$ cat src/rtl/stage_if_fq.sv
// stage_if_fq: fetch stage with a small fetch queue, directly upstream of stage_id.
//   Generates sequential PCs and keeps at most one request in flight to the
//   variable-latency instruction memory. It buffers returned instructions and
//   presents the oldest to dispatch under a valid/ready handshake. A redirect
//   from retire flushes the queue and squashes any in-flight response.
// Ports:
//   clock, reset                     posedge clock, synchronous active-high reset
//   proc2Imem_req / proc2Imem_addr   request strobe (one-cycle) and 8-byte line address
//   Imem2proc_valid / Imem2proc_data response for the outstanding request
//   redirect_en / redirect_pc        flush and restart fetch at redirect_pc (bits [1:0] ignored)
//   id_ready                         dispatch accepts the head entry this cycle
//   if_valid/if_inst/if_pc/if_npc    head entry (NOP/0/0 when empty)
//   fq_count                         occupied queue entries
module stage_if_fq #(
  parameter int          IQ_DEPTH = 4,
  parameter logic [31:0] RESET_PC = 32'h0
) (
  input  logic                        clock,
  input  logic                        reset,
  output logic                        proc2Imem_req,
  output logic [31:0]                 proc2Imem_addr,
  input  logic                        Imem2proc_valid,
  input  logic [63:0]                 Imem2proc_data,
  input  logic                        redirect_en,
  input  logic [31:0]                 redirect_pc,
  input  logic                        id_ready,
  output logic                        if_valid,
  output logic [31:0]                 if_inst,
  output logic [31:0]                 if_pc,
  output logic [31:0]                 if_npc,
  output logic [$clog2(IQ_DEPTH):0]   fq_count
);
  localparam int          PW      = $clog2(IQ_DEPTH);
  localparam int          CW      = PW + 1;
  localparam logic [CW-1:0] DEPTH_C = CW'(IQ_DEPTH);
  localparam logic [CW-1:0] ONE_C   = CW'(1);
  localparam logic [31:0] NOP     = 32'h0000_0013;

  typedef struct packed {
    logic [31:0] inst;
    logic [31:0] pc;
  } fq_entry_t;

  fq_entry_t     fq_mem [IQ_DEPTH];
  fq_entry_t     head_e;
  logic [PW-1:0] head, tail;
  logic [CW-1:0] count, reserve;
  logic [31:0]   pc, req_pc, addr_q, fetch_line, resp_inst;
  logic          outstanding, drop;
  logic          resp, accept, push, pop, issue;
  logic          unused_rpc_lsbs;

  assign unused_rpc_lsbs = ^redirect_pc[1:0];

  // A response only counts when a request is actually in flight.
  assign resp      = Imem2proc_valid && outstanding;
  assign accept    = resp && !drop;
  assign push      = accept && !redirect_en;
  assign pop       = if_valid && id_ready && !redirect_en;
  assign resp_inst = req_pc[2] ? Imem2proc_data[63:32] : Imem2proc_data[31:0];

  // Credit check: a slot must exist for the new request's eventual response,
  // counting the entry being written this cycle. Same-cycle pops are not
  // credited, which keeps the check independent of id_ready timing.
  assign reserve    = count + {{(CW-1){1'b0}}, accept};
  assign fetch_line = {pc[31:3], 3'b000};
  assign issue      = !reset && !redirect_en && (!outstanding || resp) && (reserve < DEPTH_C);

  assign proc2Imem_req  = issue;
  assign proc2Imem_addr = issue ? fetch_line : addr_q;

  // Head entry drives if_* combinationally.
  assign head_e   = fq_mem[head];
  assign if_valid = (count != '0);
  assign if_inst  = if_valid ? head_e.inst : NOP;
  assign if_pc    = if_valid ? head_e.pc : 32'h0;
  assign if_npc   = if_valid ? head_e.pc + 32'd4 : 32'h0;
  assign fq_count = count;

  always_ff @(posedge clock) begin
    if (reset) begin
      pc          <= RESET_PC;
      req_pc      <= 32'h0;
      addr_q      <= 32'h0;
      outstanding <= 1'b0;
      drop        <= 1'b0;
      head        <= '0;
      tail        <= '0;
      count       <= '0;
    end else if (redirect_en) begin
      pc          <= {redirect_pc[31:2], 2'b00};
      head        <= '0;
      tail        <= '0;
      count       <= '0;
      // The in-flight response still comes back later and must be thrown away.
      // A response landing this cycle is consumed here instead.
      drop        <= outstanding && !resp;
      outstanding <= outstanding && !resp;
    end else begin
      if (issue) begin
        req_pc <= pc;
        pc     <= pc + 32'd4;
        addr_q <= fetch_line;
      end
      if (issue)     outstanding <= 1'b1;
      else if (resp) outstanding <= 1'b0;
      if (resp)      drop        <= 1'b0;
      if (push) tail <= tail + 1'b1;
      if (pop)  head <= head + 1'b1;
      case ({push, pop})
        2'b10:   count <= count + ONE_C;
        2'b01:   count <= count - ONE_C;
        default: count <= count;
      endcase
    end
  end

  always_ff @(posedge clock) begin
    if (!reset && push) fq_mem[tail] <= '{inst: resp_inst, pc: req_pc};
  end

  // The credit check should make this unreachable.
  always_ff @(posedge clock) begin
    if (!reset && push && !pop) assert (count != DEPTH_C);
  end
endmodule
$ cat config.mk
export PLATFORM = sky130hd
export DESIGN_NAME = stage_if_fq
export DESIGN_NICKNAME = d
export VERILOG_FILES = /design/src/rtl/stage_if_fq.sv
export SDC_FILE = /design/constraint.sdc
export NUM_CORES = 1
export LEC_CHECK = 0
export CAP_MARGIN = 20
export CELL_PAD_IN_SITES_DETAIL_PLACEMENT = 1
export CELL_PAD_IN_SITES_GLOBAL_PLACEMENT = 1
export CORE_MARGIN = 2
export CORE_UTILIZATION = 44
export CTS_BUF_LIST = sky130_fd_sc_hd__clkbuf_16
export DETAILED_ROUTE_END_ITERATION = 7
export PLACE_DENSITY = 0.87
export SLEW_MARGIN = 20
export SYNTH_ARGS = -nofsm -noshare
export SYNTH_HDL_FRONTEND = slang
export SYNTH_SLANG_ARGS = --single-unit
$ cat constraint.sdc
create_clock -name clock -period 4 [get_ports clock]
set_input_delay 0.8 -clock clock [delete_from_list [all_inputs] [get_ports clock]]
set_output_delay 0.8 -clock clock [all_outputs]
set_load 0.005 [all_outputs]
==> qor.yml <==
outcome: "complete, but fails checks"
violations: "setup timing"
synth_seq_cells: 351
drtPass1Iterations: 5
slew_violations: 0
antenna-diode-count: 0
synth_top_family_by_area: "multiplexers"
clock_latency_ps: 530
ys_seq_area_frac: 0.639
cts_tree: "yes"
worstMarginPinSlew_ps: 1000
synth-simple-area-share: 0.120
clockBufferDepth: 3
synth_cells: 1095
setup_viol: 2
drt_iter0_markers: 739
fin_cells: 1839
grt_pass1_vias: 10700
synthFlopType: "edfxtp_1"
fin_crit_ps: 4090
cp_slowest_cell: "or4_4"
drt.antenna.violating_nets: 0
htree_levels: 2
grt_pass1_wl_um: 61200
grt_max_degree: 93
ioPinCount: 234
wl_met2_um: 19300
wl_met3_um: 2490
row_count: 67
drive_above_1_share: 0.184
hold_viol_final: 0
critPathMaxFanout: 5
die_area_mm2: 0.0353
place_ws_ps: -34.5
grt-ovfl-total: 0
cts_root_buf: "clkbuf_16"
cpLargestDelayFamily: "simple AND/OR/NAND/NOR gates"
crit_buf_inv: 4
fp.dieH_um: 188
via_count: 10200
synth_compound_area_frac: 0.0665
core_area_mm2: 0.0334
max_freq_mhz: 245
placed_cell_area_mm2: 0.0179
worst_ep_arrival_time_ps: 3290
yosys_warnings: 0
drc: 0
n_fill_cell: 3240
synthXorXnorAreaFrac: 0.0194
die_w_um: 188
rsz0062_at_grt: "true"
yosysUniqueCellTypes: 58
required_ps: 3200
p_per_area_mw_per_mm2: 395
setup.worst_path.end_class: "primary output"
m1WireLength_um: 17100
critical_path_class: "reg -> out"
final.setup.worst_slack_ps: -86.9
numPlacedInstances: 1750
gp_congestion: 0.772
cts_sinks: 351
hp-class: "reg -> reg"
crit_chain: "buf_6 -> mux4_2 -> nand4_1 -> buf_4 -> or4_4 -> buf_6 -> or4_4 -> a21oi_2 -> buf_2"
path_clk_slew_ps: 60
fin_area_mm2: 0.0194
viasPerCell: 5.52
finalNetCount: 1473
fin_crit_sh: 1.02
dpl.hpwl_um: 26000
hold_slack_ps: 465
async_flop_share: 0
relSlewSlack: 0.333
synth-edff-count: 248
synth.avg_cell_area_um2: 13.6
synthAdderAreaFrac: 0.00723
drv_cap: 0
routedWlPerCell_um: 21.6
crit_path_start_kind: "flop"
grtUsageTotal: 0.222
port_buffers: 227
wl_um: 39700
antenna_found_initial: 0
skew_ps: 18.3
ctsHoldBuffers: 0
area_growth_syn_to_layout_pct: 30.1
highest_layer: "met4"
leakage_nw: 6.87
cts_made_buffers: 37
muxShareOfSynthArea: 0.123
syn_area_mm2: 0.0149
initial_core_util: 0.445
critPathMaxStageDelay_ps: 560
vdd_drop_max_mv: 0.250
[layout by cell type, fill, tap and decap left out, types with 4 or more instances in the layout]
master           count
ha_1                 6
o211ai_1             8
inv_1               22
dlymetal6s2s_1       5
clkbuf_16           39
buf_4               49
a21oi_1             77
clkdlybuf4s50_1    204
mux4_2              57
dfxtp_1            100
a21oi_2              4
mux4_1               5
and3_2               4
o2111ai_1           12
xnor2_1             12
clkinv_1             8
o21ai_0             19
dlygate4sd2_1        6
nand2_1            142
a311oi_1             6
buf_2                8
clkinv_2             4
and4_1               5
o31ai_1              5
buf_12               9
and3_1              14
or4_4                6
nor2_1              57
nand4_1             10
a211oi_1            16
conb_1               4
edfxtp_1           248
nand3_1             12
and2_1              64
xor2_1              21
buf_6               10
mux2_2              33
or3_1               15
[cells in the mapped netlist, drive strengths merged (7+ instances only)]
cell / number / share of area
inv: 16 / 0.0040
and3: 18 / 0.0076
nor2: 57 / 0.014
o211ai: 8 / 0.0040
o2111ai: 12 / 0.0071
buf: 16 / 0.0081
nand2: 143 / 0.036
or4: 9 / 0.0045
or3: 16 / 0.0067
nand3: 13 / 0.0044
o21ai: 20 / 0.0067
xor2: 21 / 0.012
and2: 64 / 0.027
a21oi: 81 / 0.027
mux2: 33 / 0.025
dfxtp: 103 / 0.14
edfxtp: 248 / 0.50
nand4: 11 / 0.0050
ha: 7 / 0.0059
mux4: 62 / 0.096
a211oi: 16 / 0.0081
clkbuf: 51 / 0.013
xnor2: 12 / 0.0071
[kinds of logic (layout without fill, tap and decap cells)]
logic type,after synthesis,in the layout
simple gates,361,361
xor+xnor,33,33
fa+ha+maj,8,8
mux,97,97
flops,351,351
buf+inv,83,376
compound gates,161,161
other cells,1,4
[final cells by class]
class	count	area [µm²]	share of cell area
flip-flops and latches	351	9520	0.491
repair buffers	294	2880	0.149
inverters	16	60.1	0.00310
well taps	448	561	0.0289
clock inverters	27	201	0.0104
multi-input cells	664	5170	0.267
clock buffers	39	976	0.0504
[stage by stage]
step           TNS (ps)  power, W   util
2_1_floorplan         0   0.00420      -
3_3_place_gp          0   0.00439  0.534
3_5_place_dp      -52.9   0.00441  0.534
4_1_cts            -257   0.00771  0.575
5_1_grt            -482   0.00788  0.579
6_report           -106   0.00765  0.579
[worst min-delay path, delay by kind of cell (launching register included)]
kind	cells	cell delay [ps]
AND/OR/NAND/NOR	1	60
flip-flops	1	290
AO/OA/AOI/OAI	1	60
[path summary, 6_finish.rpt]
check        slack, ps        start  depth (start not counted)          end
max                -90         flop                          9   if_npc[31]
min                470   addr_q[31]                          2   addr_q[31]
max reg2reg       1380  fq_count[2]                          9  fq_count[2]
min reg2reg        470   addr_q[31]                          2   addr_q[31]
[power breakdown]
part	internal [W]	switching [W]	total (W)
combinational	0.000188	0.000170	0.000358
sequential	0.00393	0.0000505	0.00398
clock	0.00196	0.00136	0.00332
total	0.00607	0.00158	0.00765
[flip-flops by register name (all words and copies together), names as in the netlist, named ones only]
signal       flops
addr_q          32
drop             1
fq_count         3
fq_mem         248
head             2
outstanding      1
pc              30
req_pc          30
tail             2
[metal layers]
layer | vias up | global-route usage
li1 | 4649 | -
met1 | 5078 | 0.297
met2 | 366 | 0.380
met3 | 60 | 0.0357
met4 | 0 | 0.0548
met5 | - | 0
[timing repair]
action,4_1_cts,5_1_grt
pin swaps,7,9
gates resized for setup,74,26
hold endpoints to repair,0,0
buffers inserted,15,9
setup endpoints to repair,23,21
Note: power is estimated with default switching activity, not from simulation.
